===== config.mk =====
export PLATFORM = sky130hd
export DESIGN_NAME = serial_subtractor
export DESIGN_NICKNAME = d
export VERILOG_FILES = /design/src/rtl/serial_arith_pkg.sv /design/src/rtl/full_subtractor.sv /design/src/rtl/serial_subtractor.sv
export SDC_FILE = /design/constraint.sdc
export NUM_CORES = 1
export LEC_CHECK = 0
export BUFFER_PORTS_ARGS = -buffer_cell sky130_fd_sc_hd__buf_2
export CORE_MARGIN = 4
export CORE_UTILIZATION = 34
export CTS_CLUSTER_DIAMETER = 30
export CTS_CLUSTER_SIZE = 12
export DETAILED_ROUTE_END_ITERATION = 16
export GPL_TIMING_DRIVEN = 1
export MAX_ROUTING_LAYER = met4
export PLACE_DENSITY = 0.63
export SLEW_MARGIN = 10
export SYNTH_ARGS = -nofsm -noshare
export SYNTH_HDL_FRONTEND = slang
export SYNTH_SLANG_ARGS = --single-unit

===== constraint.sdc =====
create_clock -name i_clk -period 4.2 [get_ports i_clk]
set_input_delay 0.21 -clock i_clk [delete_from_list [all_inputs] [get_ports i_clk]]
set_output_delay 0.21 -clock i_clk [all_outputs]
set_load 0.005 [all_outputs]

===== src/rtl/serial_arith_pkg.sv =====
// Shared definitions for the bit-serial arithmetic family.
// Holds the serial subtractor state encoding. Future serial adder and multiplier
// blocks reuse it.
package serial_arith_pkg;

    // IDLE : waiting for i_start
    // SHIFT: one operand bit pair processed per cycle, LSB first
    // DONE : result registers valid, o_done pulses
    typedef enum logic [1:0] {
        IDLE  = 2'd0,
        SHIFT = 2'd1,
        DONE  = 2'd2
    } t_sub_state;

endpackage


===== src/rtl/full_subtractor.sv =====
// Single-bit full subtractor cell (combinational). It is the subtract-side twin
// of the full_adder cell.
// Ports:
//   i_a          minuend bit
//   i_b          subtrahend bit
//   i_borrow_in  incoming borrow
//   o_d          difference bit
//   o_borrow_out outgoing borrow
module full_subtractor (
    input  logic i_a,
    input  logic i_b,
    input  logic i_borrow_in,
    output logic o_d,
    output logic o_borrow_out
);

    always_comb begin
        o_d          = i_a ^ i_b ^ i_borrow_in;
        // Borrow when b > a, or when a == b and a borrow is already pending.
        o_borrow_out = (~i_a & i_b) | (~(i_a ^ i_b) & i_borrow_in);
    end

endmodule


===== src/rtl/serial_subtractor.sv =====
// Bit-serial W-bit subtractor: computes (A - B - borrow_in) mod 2^W one bit
// per clock, LSB first, behind a start/done handshake.
// Ports:
//   i_clk, i_reset      clock, asynchronous active-high reset
//   i_start             request, sampled only while idle
//   i_a, i_b            minuend / subtrahend, captured on accepted start
//   i_borrow_in         initial borrow, captured on accepted start
//   o_busy              high whenever not idle
//   o_done              one-cycle pulse when o_d / o_borrow_out are updated
//   o_d                 registered difference
//   o_borrow_out        registered final borrow (A < B + borrow_in, unsigned)
module serial_subtractor
    import serial_arith_pkg::*;
#(
    parameter int unsigned W = 4
) (
    input  logic         i_clk,
    input  logic         i_reset,
    input  logic         i_start,
    input  logic [W-1:0] i_a,
    input  logic [W-1:0] i_b,
    input  logic         i_borrow_in,
    output logic         o_busy,
    output logic         o_done,
    output logic [W-1:0] o_d,
    output logic         o_borrow_out
);

    localparam int unsigned CntW = $clog2(W + 1);
    // Counter value while the W-th (last) bit is being processed.
    localparam logic [CntW-1:0] LastCnt = CntW'(W - 1);

    t_sub_state      state_q, state_d;
    logic [CntW-1:0] cnt_q, cnt_d;
    logic [W-1:0]    a_q, a_d;
    logic [W-1:0]    b_q, b_d;
    logic            br_q, br_d;
    logic [W-1:0]    res_q, res_d;
    logic [W-1:0]    d_q, d_d;
    logic            bout_q, bout_d;

    logic            fs_d;
    logic            fs_bout;
    logic [W-1:0]    res_shift;

    full_subtractor u_fs (
        .i_a          (a_q[0]),
        .i_b          (b_q[0]),
        .i_borrow_in  (br_q),
        .o_d          (fs_d),
        .o_borrow_out (fs_bout)
    );

    // New difference bit enters at the MSB, so after W shifts bit 0 sits at
    // the LSB. Written with shifts so W = 1 needs no special case.
    assign res_shift = (res_q >> 1) | (W'(fs_d) << (W - 1));

    always_comb begin
        state_d = state_q;
        cnt_d   = cnt_q;
        a_d     = a_q;
        b_d     = b_q;
        br_d    = br_q;
        res_d   = res_q;
        d_d     = d_q;
        bout_d  = bout_q;

        case (state_q)
            IDLE: begin
                if (i_start) begin
                    a_d     = i_a;
                    b_d     = i_b;
                    br_d    = i_borrow_in;
                    cnt_d   = '0;
                    res_d   = '0;
                    state_d = SHIFT;
                end
            end
            SHIFT: begin
                a_d   = a_q >> 1;
                b_d   = b_q >> 1;
                br_d  = fs_bout;
                res_d = res_shift;
                cnt_d = cnt_q + CntW'(1);
                if (cnt_q == LastCnt) begin
                    // Publish only the complete result; partials stay internal.
                    d_d     = res_shift;
                    bout_d  = fs_bout;
                    state_d = DONE;
                end
            end
            DONE: begin
                state_d = IDLE;
            end
            default: begin
                state_d = IDLE;
            end
        endcase
    end

    always_ff @(posedge i_clk or posedge i_reset) begin
        if (i_reset) begin
            state_q <= IDLE;
            cnt_q   <= '0;
            a_q     <= '0;
            b_q     <= '0;
            br_q    <= 1'b0;
            res_q   <= '0;
            d_q     <= '0;
            bout_q  <= 1'b0;
        end else begin
            state_q <= state_d;
            cnt_q   <= cnt_d;
            a_q     <= a_d;
            b_q     <= b_d;
            br_q    <= br_d;
            res_q   <= res_d;
            d_q     <= d_d;
            bout_q  <= bout_d;
        end
    end

    assign o_busy       = (state_q != IDLE);
    assign o_done       = (state_q == DONE);
    assign o_d          = d_q;
    assign o_borrow_out = bout_q;

endmodule


# Yosys cells after proc, flatten, opt, wreduce, memory -nomap -nowiden
# Cells that the tools add are included.
[classes] n_eq_ne=5 mux=13 reduce_logical=6 bitwise=8 add_sub_neg=1
[op_table] cell="one-hot mux 4 bit (2 select lines)" count=3
[op_table] cell="two-way mux 4 bit" count=3
[op_table] cell="one-hot mux 3 bit (2 select lines)" count=1
[op_table] cell="AND reduction 2 bit" count=3
[op_table] cell="two-way mux 2 bit" count=2
[op_table] cell="inequality test 2 bit, second input constant" count=2
[op_table] cell="bitwise OR 3 x 4 -> 4 bit" count=1
[op_table] cell="one-hot mux 2 bit (2 select lines)" count=1
[op_table] cell="nonzero test 2 bit" count=2
[op_table] cell="adder 3 x 1 -> 3 bit, second input constant" count=1
[op_table] cell="equality test 3 x 2 -> 1 bit, second input constant" count=1
[op_table] cell="two-way mux 3 bit" count=1
[op_table] cell="AND 1 bit" count=2
[op_table] cell="equality test 2 x 1 -> 1 bit, second input constant" count=1
[op_table] cell="equality test 2 bit, second input constant" count=1
[op_table] cell="logical NOT 2 bit" count=1
[op_table] cell="NOT 1 bit" count=2
[op_table] cell="one-hot mux 1 bit (2 select lines)" count=1
[op_table] cell="bitwise XOR 1 bit" count=2
[op_table] cell="two-way mux 1 bit" count=1
[op_table] cell="bitwise OR 1 bit" count=1
[word_totals] register_bits=23 word_cells=41

# Longest topological paths before layout
# Gate-level depths: netlist of run 1.
[depth] ltp_word=5 depth_mapped=4 ltp_nobuf=4

# By module
# Synthesis of run 1 repeated with hierarchy kept, for this count alone.
[unflattened] cells_unflattened=80 hier_area_um2=1051.0
[by_module_without_submodules] mod="serial_subtractor" instances=1 area_per_inst_um2=1019.7 cells_per_inst=76 seq_area_each_um2=550.5
[by_module_without_submodules] mod="full_subtractor" instances=1 area_per_inst_um2=31.3 cells_per_inst=4 seq_area_each_um2=0.0

# Least setup slack after synthesis of run 1
# OpenSTA, ideal clock, no wires.
[synth_path] path_kind="register -> register" startpoint="register cnt_q[0]" endpoint="register d_q[0], in the netlist o_d[0]" setup_time_ps=128 synth_period_minus_slack_ps=1316 path_stages_with_launch=5 path_slack_ps=2884 arrival_ps=1188 path_buffers=0 t_required_ps=4072 path_cell_list="dfrtp_1 > ha_1 > ha_1 > nand3b_4 > mux2_1"
[synth_via] elab_chain_len=2
[synth_lines] item="from (decl)" line="serial_subtractor.sv:34" text="logic [CntW-1:0] cnt_q, cnt_d;"
[synth_lines] item="from (signal assigned)" line="serial_subtractor.sv:113" text="cnt_q <= cnt_d;"
[synth_lines] item="equality test 3 x 2 -> 1 bit" line="serial_subtractor.sv:85" text="if (cnt_q == LastCnt) begin"
[synth_lines] item="AND reduction 2 bit (no source line)"
[synth_lines] item="to (signal assigned)" line="serial_subtractor.sv:109" text="d_q <= '0;"
[synth_lines] item="to (signal assigned)" line="serial_subtractor.sv:118" text="d_q <= d_d;"
[synth_lines] item="to (decl)" line="serial_subtractor.sv:39" text="logic [W-1:0] d_q, d_d;"
# No other way between the ends.
# A chain may end at the register's enable or synchronous reset.

# Worst setup path in the final report of run 1
[layout_path] startpoint="register state_q[0]" endpoint="output o_busy"
[layout_via] elab_chain_len=1
[layout_lines] item="from (decl)" line="serial_subtractor.sv:33" text="t_sub_state state_q, state_d;"
[layout_lines] item="from (signal assigned)" line="serial_subtractor.sv:112" text="state_q <= state_d;"
[layout_lines] item="nonzero test 2 bit" line="serial_subtractor.sv:123" text="assign o_busy = (state_q != IDLE);"
[layout_lines] item="to (decl)" line="serial_subtractor.sv:23" text="output logic o_busy,"
# No other way between the ends.

==> summary.txt, run 1 <==
Cells and area
  • Share of layout cells above drive strength 1: 0.2970
  • Nets: 117
  • Fillers: 310
  • Antenna cell count: 0
  • Area delta synth->final: 12.79%
  • Final instance area: 0.001202 mm2
  • Utilization after layout: 0.3971

Place
  • Placer Congestion: 0.7252
  • DP Area: 0.001166 mm2
  • HPWL Detailed: approximately 1300 um
  • Port Buffers: 18

Global route
  • GRT Residual Overflow: 0
  • First-pass GRT wire length: 3118 um
  • Vias in the first global route: 676
  • Initial antenna violation count: 0
  • Largest net degree at the start of global routing: 23
  • Total track usage: 0.09950

Yosys
  • Syn_nets: 100
  • Number of synthesized flops with an enable pin: 0
  • Total number of yosys warnings: 0
  • Most common library cells after synthesis: 22 x dfrtp_1, 13 x inv_1, 5 x a22o_1, 5 x nor2_1
  • FF+latch count, synth: 22
  • Most area-consuming cells after synthesis: dfrtp_1 52%, inv_1 4.6%, mux2_1 4.2%
  • Synth top area share: 0.5164
  • Sequential fraction of the synthesis area: 0.5164
  • Most used flip-flop cell after synthesis: dfrtp_1
  • Synth cell types: 25
  • Count leader, synth: dfrtp_1
  • Dominant cell type by area after synthesis: dfrtp_1
  • Share of flip-flops with an asynchronous set or reset: 1.000
  • Synth Instances: 85
  • Cell area after synthesis: 0.001066 mm2
  • Syn avg cell area: 12.54 um2

Floorplanning
  • Die Wd: 64.00 um
  • CORE AREA: 0.003028 mm2
  • Die height: 64.00 um
  • Io pins: 19
  • Row count: 20
  • DIE AREA: 0.004095 mm2
  • Initial core utilization: 0.3521

Timing
  • Setup violations, final: 0
  • Final min period: approximately 1.7 ns
  • RSZ-0062 raised after global routing: false
  • Final Skew: around 0.0028 ns
  • Relative slew slack: 0.4556
  • Least-Margin Pin Slew: between 0.8 and 0.9 ns
  • Final Max Slew Viols: 0
  • Final Hold Fails: 0
  • Setup TNS: 0 ns
  • Period utilization: 0.4121
  • Max Clk Rate: 0.5778 GHz

Power
  • Switching part of the total power: 0.3570
  • NetSw: 300.0 uW
  • VDD IR max: 0.0003605 V
  • Leak Pwr: 0.0005901 uW
  • Pwr dens: 698.9 mW/mm2
  • Clock Power Share: 0.137
  • Comb power frac: 0.393
  • Part of the power in registers: 0.470
  • Pint: about 540 uW

Detailed routing
  • Remaining DRCs: 0
  • Overall routed net length: 1823 um
  • Detailed Routing Iterations Pass 1: 4
  • Routed via count: 688
  • Routed WL per cell: 12.57 um
  • Detailed Route Iter0 Violations: 19
  • Vias per inst: 4.745
  • Routed Antenna Nets: 0

Outcome
  • Status: completed

Job
  • # Max-Cap Violations: 0

Clock tree
  • Total clock sinks: 22
  • Clock Latency Late Sink: 0.30 ns
  • Total CTS buffers: 3
  • CTS resizes: 0
  • CTS tree: done
  • Post-CTS Setup Repair Bufs: 0
  • Max Root-Sink Buffers: 2
  • CTS H-tree depth: 1
  • Hold_buf cts: 0
  • Root Driver: clkbuf_4
  • CTS clk-pin slew, worst paths: 0.12 ns

Setup path
  • CP required: approximately 4 ns
  • Crit path DAT: approximately 1.5 ns
  • Critical path endpoint category: primary output
  • Worst-path fanout max: 19
  • Startpoint Class: flip-flop
  • Crit Path Category: reg2out

Worst hold path
  • Hold Crit Class: in2async
-- metrics by stage --
| stage | std cells | hold WS [ns] | total power (uW) | worst slack [ns] |
|---|---|---|---|---|
| floorplan | 85 | 0.1992 | 662.4 | 2.884 |
| global placement | 141 | 0.4043 | 722.4 | 2.747 |
| detailed placement | 141 | 0.4227 | 740.5 | 2.693 |
| CTS | 145 | 0.07429 | 856.6 | 2.437 |
| global route | 145 | 0.08642 | 917.4 | 2.326 |
| finish | 145 | 0.04267 | 840.3 | 2.469 |
-- worst max-delay path: stages (launching register included) --
cell     delay [ns]
dfrtp_1        0.64
nor2_1         0.38
inv_1          0.07
buf_2          0.13
-- path summary, 6_finish.rpt --
check,slack (ns),startpoint,cells after the start,to
worst max register to register,2.69,state_q[0],2,br_q
worst max-delay path,2.47,state_q[0],3,o_busy
worst min register to register,0.50,o_d[1],1,o_d[1]
max in group asynchronous,3.66,i_reset,2,o_borrow_out
min in group i_clk,0.15,i_b[3],2,b_q[3]
worst min-delay path,0.04,i_reset,2,a_q[0]
-- power by group through the flow --
stage	sequential, uW	combinational (uW)	clock, uW
final	395	331	115
after detailed placement	403	338	0
after CTS	397	338	121
after global placement	399	323	0
after floorplan	356	306	0
after global routing	413	375	130
-- cells in the final DEF, fill, tap and decap left out, drive strengths merged --
| cell type | Yosys | final |
|---|---|---|
| nand2b | 2 | 2 |
| a211oi | 2 | 2 |
| dfrtp | 22 | 22 |
| nor3b | 2 | 2 |
| ha | 2 | 2 |
| a32o | 2 | 2 |
| o21bai | 1 | 1 |
| fa | 1 | 1 |
| a21oi | 1 | 1 |
| a22o | 5 | 5 |
| inv | 13 | 13 |
| mux2 | 5 | 5 |
| nand3b | 1 | 1 |
| nor2b | 3 | 3 |
| nor4b | 6 | 6 |
| a222oi | 1 | 1 |
| mux2i | 1 | 1 |
| buf | 6 | 18 |
| a221oi | 4 | 4 |
| nor2 | 5 | 5 |
| clkbuf | 0 | 4 |
-- logic make-up (layout without fill, tap and decap cells) --
family | Yosys count | after routing | share of synthesized area
simple gates | 19 | 19 | 0.1432
compound gates | 16 | 16 | 0.1479
fa+ha+maj | 3 | 3 | 0.04225
mux | 6 | 6 | 0.06220
buf+inv | 19 | 35 | 0.08803
flops | 22 | 22 | 0.5164
-- flip-flops by register name (all words and copies together) (netlist names) --
name and flops:
cnt_q 3, a_q 4, state_q 2, o_d 4
br_q 1, o_borrow_out 1, b_q 4, res_q 3
-- routing by layer --
| metal | wire (um) | GRT usage | up-vias | part of all wire |
|---|---|---|---|---|
| li1 | - | - | 334 | - |
| met1 | 803 | 0.1247 | 330 | 0.44 |
| met2 | 873 | 0.1497 | 20 | 0.48 |
| met3 | 117 | 0.03515 | 4 | 0.064 |
| met4 | 29 | 0.03235 | 0 | 0.016 |
| met5 | 0 | - | - | 0 |
-- layout make-up --
type / instances / area [um2] / area share
Timing Repair Buffer: 18 / 90.09 / 0.07492
Multi-Input combinational cell: 44 / 421.7 / 0.3507
Tap cell: 44 / 55.05 / 0.04579
Inverter: 13 / 48.80 / 0.04058
Clock buffer: 4 / 36.28 / 0.03018
Sequential cell: 22 / 550.5 / 0.4579
Power figures use the tool's default switching activity.
==> run 2, diff against run 1 <==
Clock period 4.2 ns to 1.6 ns, I/O delays scaled along.
==> run 2 against run 1 <==
  * Final cell count rose by 2.8%
  * Routed wire length rose by 1.6%
  * Utilization rose by 1.2 points
  * Combinational power rose to 2.9 times the previous value
  * Sequential cell count did not move
  * Count of clock-buffer cells in the layout did not move
  * Global-route usage rose by 0.36 points
  * Register-to-register slack got worse by 2.5 ns
==> summary.txt, run 2 (synthesis results as in run 1) <==
Timing
  • Final Hold Fails: 0
  • Final min period: between 1 and 1.5 ns
  • Relative slew slack: 0.7337
  • Setup violations, final: 0
  • Final Skew: 0.003434 ns
  • Final Max Slew Viols: 0
  • RSZ-0062 raised after global routing: false
  • Max Clk Rate: between 0.7 and 0.8 GHz
  • Setup TNS: 0 ns
  • Period utilization: 0.8727
  • Least-Margin Pin Slew: 0.3984 ns
  • Final WS setup: 0.2036 ns

Clock tree
  • CTS H-tree depth: 1
  • CTS tree: done
  • Total CTS buffers: 3
  • Max Root-Sink Buffers: 2
  • Root Driver: clkbuf_4
  • Post-CTS Setup Repair Bufs: 0
  • CTS clk-pin slew, worst paths: about 0.12 ns
  • Clock Latency Late Sink: 0.30 ns
  • Total clock sinks: 22

Cells and area
  • Share of layout cells above drive strength 1: 0.3333
  • Reg area: 551.8 um2
  • Post-route insts no fill: 149
  • Leading cell type in the layout, fill and taps excluded: dfrtp_1
  • Fillers: 296
  • Final instance area: roughly 0.0012 mm2
  • Antenna cell count: 0
  • Area delta synth->final: 16.20%
  • Multi-input gate area: roughly 420 um2
  • Nets: 121
  • Commonest cells after routing, fill and taps aside: 21 x dfrtp_1, 18 x buf_2, 13 x inv_1

Setup path
  • Critical path endpoint category: flip-flop
  • Crit path DAT: 1.59 ns
  • CP required: 1.80 ns
  • Crit Path Category: reg2reg
  • Worst-path fanout max: 6
  • Startpoint Class: flip-flop

Place
  • Port Buffers: 18
  • Pre-CTS setup slack: 0.2097 ns
  • HPWL Detailed: 1343 um
  • DP Area: 0.001189 mm2
  • Placer Congestion: 0.7106
  • Placed insts: 144

Floorplanning
  • Die height: 64.00 um
  • Initial core utilization: 0.3521
  • DIE AREA: 0.004095 mm2
  • Row count: 20
  • Io pins: 19
  • Die Wd: ~64 um
  • CORE AREA: 0.003028 mm2

Detailed routing
  • Wire length on met3: 105 um
  • Detailed Route Iter0 Violations: 15
  • Routed Antenna Nets: 0
  • Overall routed net length: 1852 um
  • Routed via count: 700
  • M1 WL: 879 um
  • DR top layer: met4
  • Detailed Routing Iterations Pass 1: 3
  • Vias per inst: 4.698
  • Remaining DRCs: 0
  • Routed WL per cell: about 12 um
  • Met2 WL: ~860 um

Outcome
  • Status: completed

Job
  • # Max-Cap Violations: 0

Worst hold path
  • Hold Crit Class: in2reg

Power
  • VDD IR max: ~0.0007 V
  • Leak Pwr: 0.0006076 uW
  • Pwr dens: 1810 mW/mm2
  • Overall power after layout: 2243 uW

Global route
  • GRT Residual Overflow: 0
  • Total track usage: 0.1031
  • First-pass GRT wire length: 3263 um
  • Largest net degree at the start of global routing: 23
  • Initial antenna violation count: 0
  • Vias in the first global route: 723
run 2: cell count changes in the layout (fill, tap and decap cells not counted), sizes merged:
cell | previous run | this run
buf | 18 | 21
dlygate4sd3 | 0 | 1
run 2: through the flow:
step           utilization  hold slack, ns
6_report            0.4091         0.03068
5_1_grt             0.4091         0.01764
4_1_cts             0.4079         0.01771
3_5_place_dp        0.3926          0.1295
3_3_place_gp        0.3926          0.1272
2_1_floorplan            -         0.06923
run 2: worst max-delay path, stage by stage (launching register included):
cell and delay, ns:
dfrtp_1 0.41, ha_1 0.20, ha_1 0.22, nand3b_4 0.13, mux2_1 0.33
run 2: area by class of cell:
class | instances | share of cell area
Multi-Input combinational cell | 44 | 0.3424
Inverter | 13 | 0.03939
Clock buffer | 4 | 0.02929
Sequential cell | 22 | 0.4455
Tap cell | 44 | 0.04444
Timing Repair Buffer | 22 | 0.09899
run 2: timing repair:
| item | in CTS | in global routing |
|---|---|---|
| resized for setup | 0 | 2 |
| hold endpoints to repair | 22 | 0 |
| setup endpoints to repair | 0 | 2 |
| hold buffers | 1 | 0 |
run 2: power breakdown:
part | internal, uW | total, uW | switching [uW]
registers | 816 | 994 | 178
clock network | 139 | 299 | 160
logic | 492 | 950 | 458
run 2: final timing paths:
kind | startpoint | endpoint | slack, ns | cells after the start
worst min-delay path | i_a[3] | a_q[3] | 0.03 | 2
max in group asynchronous | i_reset | state_q[1] | 1.03 | 4
min in group asynchronous | i_reset | res_q[1] | 0.34 | 4
worst max-delay path | cnt_q[0] | o_d[2] | 0.20 | 4
worst min register to register | o_d[0] | o_d[0] | 0.50 | 1
worst max register to register | cnt_q[0] | o_d[2] | 0.20 | 4
run 2: layer usage:
metal,vias up,track usage
met4,0,0.01617
met3,2,0.03866
met1,338,0.1283
met5,-,-
met2,18,0.1626
li1,342,-
